===== src/rtl/ls_arbiter.sv =====
// Local-store port arbiter: shares one 128-bit single-ported SRAM between the
// MEM-stage load/store path, the DMA engine and instruction fetch.
module ls_arbiter #(
  parameter int ADDR_W     = 14,
  parameter int DATA_W     = 128,
  parameter int BURST_LEN  = 4,
  parameter int STARVE_MAX = 8
) (
  input  logic              clk,
  input  logic              reset,
  input  logic              ls_req,
  input  logic              ls_we,
  input  logic [ADDR_W-1:0] ls_addr,
  input  logic [DATA_W-1:0] ls_wdata,
  input  logic              dma_req,
  input  logic              dma_we,
  input  logic              dma_burst,
  input  logic [ADDR_W-1:0] dma_addr,
  input  logic [DATA_W-1:0] dma_wdata,
  input  logic              if_req,
  input  logic [ADDR_W-1:0] if_addr,
  output logic              ls_gnt,
  output logic              dma_gnt,
  output logic              if_gnt,
  output logic              ls_rvalid,
  output logic              dma_rvalid,
  output logic              if_rvalid,
  output logic [DATA_W-1:0] rdata,
  output logic              ls_stall,
  output logic              mem_en,
  output logic              mem_we,
  output logic [ADDR_W-1:0] mem_addr,
  output logic [DATA_W-1:0] mem_wdata,
  input  logic [DATA_W-1:0] mem_rdata
);

  localparam int SC_W = $clog2(STARVE_MAX + 1);
  localparam int BC_W = $clog2(BURST_LEN + 1);
  localparam logic [SC_W-1:0] STARVE_LIM = SC_W'(STARVE_MAX);
  localparam logic [BC_W-1:0] LAST_BEAT  = BC_W'(BURST_LEN - 1);
  localparam logic            BURST_EN   = (BURST_LEN > 1);

  typedef enum logic [0:0] {ARB = 1'b0, BURST = 1'b1} state_t;
  typedef enum logic [1:0] {
    OWN_LS = 2'd0, OWN_DMA = 2'd1, OWN_IF = 2'd2, OWN_NONE = 2'd3
  } owner_t;

  state_t            state_r;
  owner_t            owner_r;
  logic              rd_pend_r;
  logic [SC_W-1:0]   starve_cnt_r;
  logic [BC_W-1:0]   beat_cnt_r;

  logic              force_if_s;
  logic              ls_gnt_s;
  logic              dma_gnt_s;
  logic              if_gnt_s;
  logic              mem_en_s;
  logic              mem_we_s;
  logic [ADDR_W-1:0] mem_addr_s;
  logic [DATA_W-1:0] mem_wdata_s;

  // Same-cycle grant: starvation override first, then ls > dma > ifetch.
  always_comb begin
    force_if_s = if_req & (starve_cnt_r == STARVE_LIM);
    ls_gnt_s   = 1'b0;
    dma_gnt_s  = 1'b0;
    if_gnt_s   = 1'b0;
    if (force_if_s) begin
      if_gnt_s = 1'b1;
    end else if (ls_req) begin
      ls_gnt_s = 1'b1;
    end else if (dma_req) begin
      dma_gnt_s = 1'b1;
    end else if (if_req) begin
      if_gnt_s = 1'b1;
    end else begin
      if_gnt_s = 1'b0;
    end
  end

  // SRAM port mux driven by the one-hot winner.
  always_comb begin
    mem_we_s    = 1'b0;
    mem_addr_s  = {ADDR_W{1'b0}};
    mem_wdata_s = {DATA_W{1'b0}};
    case ({ls_gnt_s, dma_gnt_s, if_gnt_s})
      3'b100: begin
        mem_we_s    = ls_we;
        mem_addr_s  = ls_addr;
        mem_wdata_s = ls_wdata;
      end
      3'b010: begin
        mem_we_s    = dma_we;
        mem_addr_s  = dma_addr;
        mem_wdata_s = dma_wdata;
      end
      3'b001: begin
        mem_we_s    = 1'b0;
        mem_addr_s  = if_addr;
      end
      default: begin
        mem_we_s    = 1'b0;
      end
    endcase
  end

  assign mem_en_s  = ls_gnt_s | dma_gnt_s | if_gnt_s;
  assign ls_gnt    = ls_gnt_s;
  assign dma_gnt   = dma_gnt_s;
  assign if_gnt    = if_gnt_s;
  assign ls_stall  = ls_req & ~ls_gnt_s;
  assign mem_en    = mem_en_s;
  assign mem_we    = mem_we_s;
  assign mem_addr  = mem_addr_s;
  assign mem_wdata = mem_wdata_s;

  // Saturating count of consecutive cycles ifetch asked and lost.
  always_ff @(posedge clk or negedge reset) begin
    if (!reset) begin
      starve_cnt_r <= {SC_W{1'b0}};
    end else if (if_req & ~if_gnt_s) begin
      if (starve_cnt_r != STARVE_LIM) begin
        starve_cnt_r <= starve_cnt_r + SC_W'(1);
      end
    end else begin
      starve_cnt_r <= {SC_W{1'b0}};
    end
  end

  // Locked-burst tracker; an ls-preempted cycle is not a counted beat.
  always_ff @(posedge clk or negedge reset) begin
    if (!reset) begin
      state_r    <= ARB;
      beat_cnt_r <= {BC_W{1'b0}};
    end else begin
      case (state_r)
        ARB: begin
          if (dma_gnt_s & dma_burst & BURST_EN) begin
            state_r    <= BURST;
            beat_cnt_r <= BC_W'(1);
          end
        end
        BURST: begin
          if (!dma_req) begin
            state_r    <= ARB;
            beat_cnt_r <= {BC_W{1'b0}};
          end else if (dma_gnt_s) begin
            if (beat_cnt_r == LAST_BEAT) begin
              state_r    <= ARB;
              beat_cnt_r <= {BC_W{1'b0}};
            end else begin
              beat_cnt_r <= beat_cnt_r + BC_W'(1);
            end
          end
        end
        default: begin
          state_r    <= ARB;
          beat_cnt_r <= {BC_W{1'b0}};
        end
      endcase
    end
  end

  // Remember who owns the read in flight so the return is steered next cycle.
  always_ff @(posedge clk or negedge reset) begin
    if (!reset) begin
      rd_pend_r <= 1'b0;
      owner_r   <= OWN_NONE;
    end else begin
      rd_pend_r <= mem_en_s & ~mem_we_s;
      if (ls_gnt_s) begin
        owner_r <= OWN_LS;
      end else if (dma_gnt_s) begin
        owner_r <= OWN_DMA;
      end else if (if_gnt_s) begin
        owner_r <= OWN_IF;
      end else begin
        owner_r <= OWN_NONE;
      end
    end
  end

  assign ls_rvalid  = rd_pend_r & (owner_r == OWN_LS);
  assign dma_rvalid = rd_pend_r & (owner_r == OWN_DMA);
  assign if_rvalid  = rd_pend_r & (owner_r == OWN_IF);
  assign rdata      = mem_rdata;

endmodule


===== config.mk =====
export PLATFORM = sky130hd
export DESIGN_NAME = ls_arbiter
export DESIGN_NICKNAME = d
export VERILOG_FILES = /design/src/rtl/ls_arbiter.sv
export SDC_FILE = /design/constraint.sdc
export NUM_CORES = 1
export LEC_CHECK = 0
export CAP_MARGIN = 5
export CORE_AREA = 2 2 281 283
export DETAILED_ROUTE_END_ITERATION = 8
export DIE_AREA = 0 0 283 285
export GPL_TIMING_DRIVEN = 0
export PLACE_DENSITY = 0.3
export SETUP_SLACK_MARGIN = 0.1
export SLEW_MARGIN = 20
export SYNTH_ARGS = -nofsm -noshare
export SYNTH_HDL_FRONTEND = slang
export SYNTH_SLANG_ARGS = --single-unit

===== constraint.sdc =====
create_clock -name clk -period 1.9 [get_ports clk]
set_input_delay 0.19 -clock clk [delete_from_list [all_inputs] [get_ports clk]]
set_output_delay 0.19 -clock clk [all_outputs]
set_load 0.05 [all_outputs]

==> results.cfg, run 1 <==
[run_status]
status = complete, but fails checks
violations = setup timing

[cells_and_area]
nets = 1531
stdcell_count = 2145
fin_util = 0.143
drive_gt1_frac = 0.396
area_growth_pct = 234

[clocking]
numCtsBuffers = 3
cts.sink_count = 7
htree_levels = 1
tritoncts = done
insertion_delay_ps = 230
clockBufferDepth = 2
cts.clk_slew.worst_paths_ps = 40
cts_root_buffer = clkbuf_16

[sta]
hold_viol_final = 0
skew_ps = 0.967
setup_viol = 139
post-route-period-util = 1.12
fin_ws_ps = -232
drv_slew = 0
tightest_slew_ps = 934
timing.setup.tns_ps = -18950
slew_headroom = 0.376
min_period_ps = 2130
max_freq_ghz = 0.469
grt_setup_unrepaired = true

[worst_setup_path]
crit_path_max_incr_delay_ps = 380
r2r_start = starve_cnt_r[0]
worstSetupEndpointType = output port
worstSetupPathType = register to output port
path_max_fanout = 10
crit_arrival_ps = 1940
reg2reg_depth = 7
worst_ep_required_time_ps = 1710
startpoint_type = register
regToRegSetupSlack_ps = 370
crit_slowest_cell = dfrtp_1
cp_cell_sequence = inv_2 > ha_4 > and4b_1 > buf_12 > buf_4 > nor2_2 > clkdlybuf4s15_2
r2r_end = owner_r[0]

[detailed_routing]
via_per_inst = 2.87
ant_nets = 0
drc = 0
routed_wl_mm = 40.4
wl_per_cell_um = 18.8
drtIter0Drc = 144
first_pass_iters = 5
via_count = 6161

[placed_design]
placed_cells = 2132
dp_hpwl_mm = 36.1
place.gp.congestion = 0.869
port_buffers = 583

[floorplanning]
rows = 103
dieWidth_um = 283
io_pins = 713
die-area_um2 = 80700
start_util = 0.0428
core-area_um2 = 78000
fp.dieH_um = 285

[grt]
grt_pass1_wl_mm = 53.4
grt_pass1_vias = 6665
gr-total-overflow = 0
grt_max_degree = 11
grt_usage = 0.0927
antenna_found_initial = 5

[pwr]
p_total_mw = 4.24
p_comb_frac = 0.877
p_leak_nw = 4.43
p_clk_frac = 0.084
ir_drop_v = 0.000204
sw_frac_of_total = 0.535
p_int_mw = 1.97
seqPwrFrac = 0.039
power.switching_mw = 2.27
power_density_nw_per_um2 = 381

[synthesis]
synth_edf_count = 0
yosys-top-cells-area = a22oi_1 (32%), buf_4 (31%), nor2_1 (15%)
synth.yosys.seq_area_share = 0.0533
synth_top_cell_by_area = a22oi_1
yosysMostFrequentCell = a22oi_1
syn-num-nets = 935
synth_area_per_cell_um2 = 6.68
yosysTopAreaCellShare = 0.320
ys_types = 31
ys_top_cells_by_count = a22oi_1 (142), buf_4 (137), nor2_1 (129)
syn_area_um2 = 3330
ys_async_sr_fraction = 1.00
netlist_instances = 499
synthFlopType = dfrtp_1
synth_warnings = 0
synth_seq_cells = 7

[min_path]
hold_path_class = input pin to async pin

[flow_run]
cap_viol_max_count = 0
[cell usage in the layout, fill, tap and decap left out, types with 2 or more instances in the layout]
master,count
o2bb2ai_2,11
nor2_2,51
clkbuf_16,4
buf_8,8
o2bb2ai_1,2
buf_12,13
dfrtp_1,5
nor2_4,26
buf_4,182
clkdlybuf4s15_2,13
clkdlybuf4s50_1,429
a22oi_1,142
dfstp_2,2
nor2b_1,2
clkbuf_4,15
dlygate4sd2_1,5
nor2_1,53
and2_1,2
buf_2,38
inv_1,2
and3_1,4
and3b_1,2
clkbuf_2,8
buf_6,55
[how the worst max path moves through the flow]
| stage | cells past startpoint | from | endpoint | slack [ps] |
|---|---|---|---|---|
| after global routing | 8 | starve_cnt_r[0] | mem_addr[10] | -290 |
| after detailed placement | 6 | ls_req | mem_wdata[88] | -1780 |
| after CTS | 8 | starve_cnt_r[0] | mem_addr[10] | -320 |
| after global placement | 6 | ls_req | mem_wdata[88] | -1750 |
| final | 7 | starve_cnt_r[0] | mem_wdata[113] | -230 |
| after floorplan | 7 | starve_cnt_r[0] | mem_wdata[19] | -180 |
[sequential cells by signal, summed over array words and instances, names as in the netlist]
signal	cells
starve_cnt_r	4
owner_r	2
rd_pend_r	1
[cell type report]
| type | count | area, um2 |
|---|---|---|
| clock inverter | 1 | 5.00 |
| timing repair buffer | 591 | 5780 |
| clock buffer | 3 | 75.1 |
| buffer | 177 | 1460 |
| antenna | 1 | 2.50 |
| tap | 1050 | 1310 |
| inverter | 3 | 11.3 |
| sequential | 7 | 178 |
| fill | 8993 | 66800 |
| multi-input combinational | 312 | 2300 |
[metal layers]
layer	GRT usage	vias up	share of wire
met2	0.180	463	0.53
met1	0.0898	2813	0.34
li1	-	2849	-
met5	0	-	0.00054
met3	0.0325	32	0.090
met4	0.0318	4	0.038
[critical path, delay by kind of cell, from the launching register on]
kind          cells  cell delay, ps
buf+inv           4             860
fa+ha+maj         1             140
simple gates      2             320
flops             1             380
[repair_timing]
action / in CTS / in global routing
gates cloned: 0 / 1
pin swaps: 6 / 4
hold buffers: 0 / 0
setup endpoints to repair: 153 / 145
gates resized for setup: 882 / 149
setup buffers: 4 / 3
[cell families after synthesis]
| family | synth area share |
|---|---|
| flops | 0.0533 |
| simple gates | 0.184 |
| xor+xnor | 0.00525 |
| buf+inv | 0.369 |
| compound gates | 0.381 |
| fa+ha+maj | 0.00750 |
[power groups by stage]
| stage | clock [mW] | combinational [mW] | sequential (mW) |
|---|---|---|---|
| after global placement | 0 | 3.73 | 0.167 |
| after detailed placement | 0 | 3.72 | 0.168 |
| after floorplan | 0 | 2.01 | 0.166 |
| final | 0.356 | 3.72 | 0.165 |
| after CTS | 0.364 | 3.74 | 0.165 |
| after global routing | 0.376 | 3.88 | 0.165 |
[stage by stage]
step                      hold slack (ps)  worst slack (ps)  area (um2)
after detailed placement              485             -1780       10700
final                                 236              -232       11100
after global routing                  258              -294       11100
after global placement                481             -1750       10700
after CTS                             246              -318       10900
after floorplan                      -106              -180        3570
Power figures use the tool's default switching activity.
==> inputs of run 2 (changes only) <==
CTS_CLUSTER_SIZE = 24   (was default)
==> results of run 2 <==
Same layout as run 1: the final DEF is identical, and so are final timing and power.
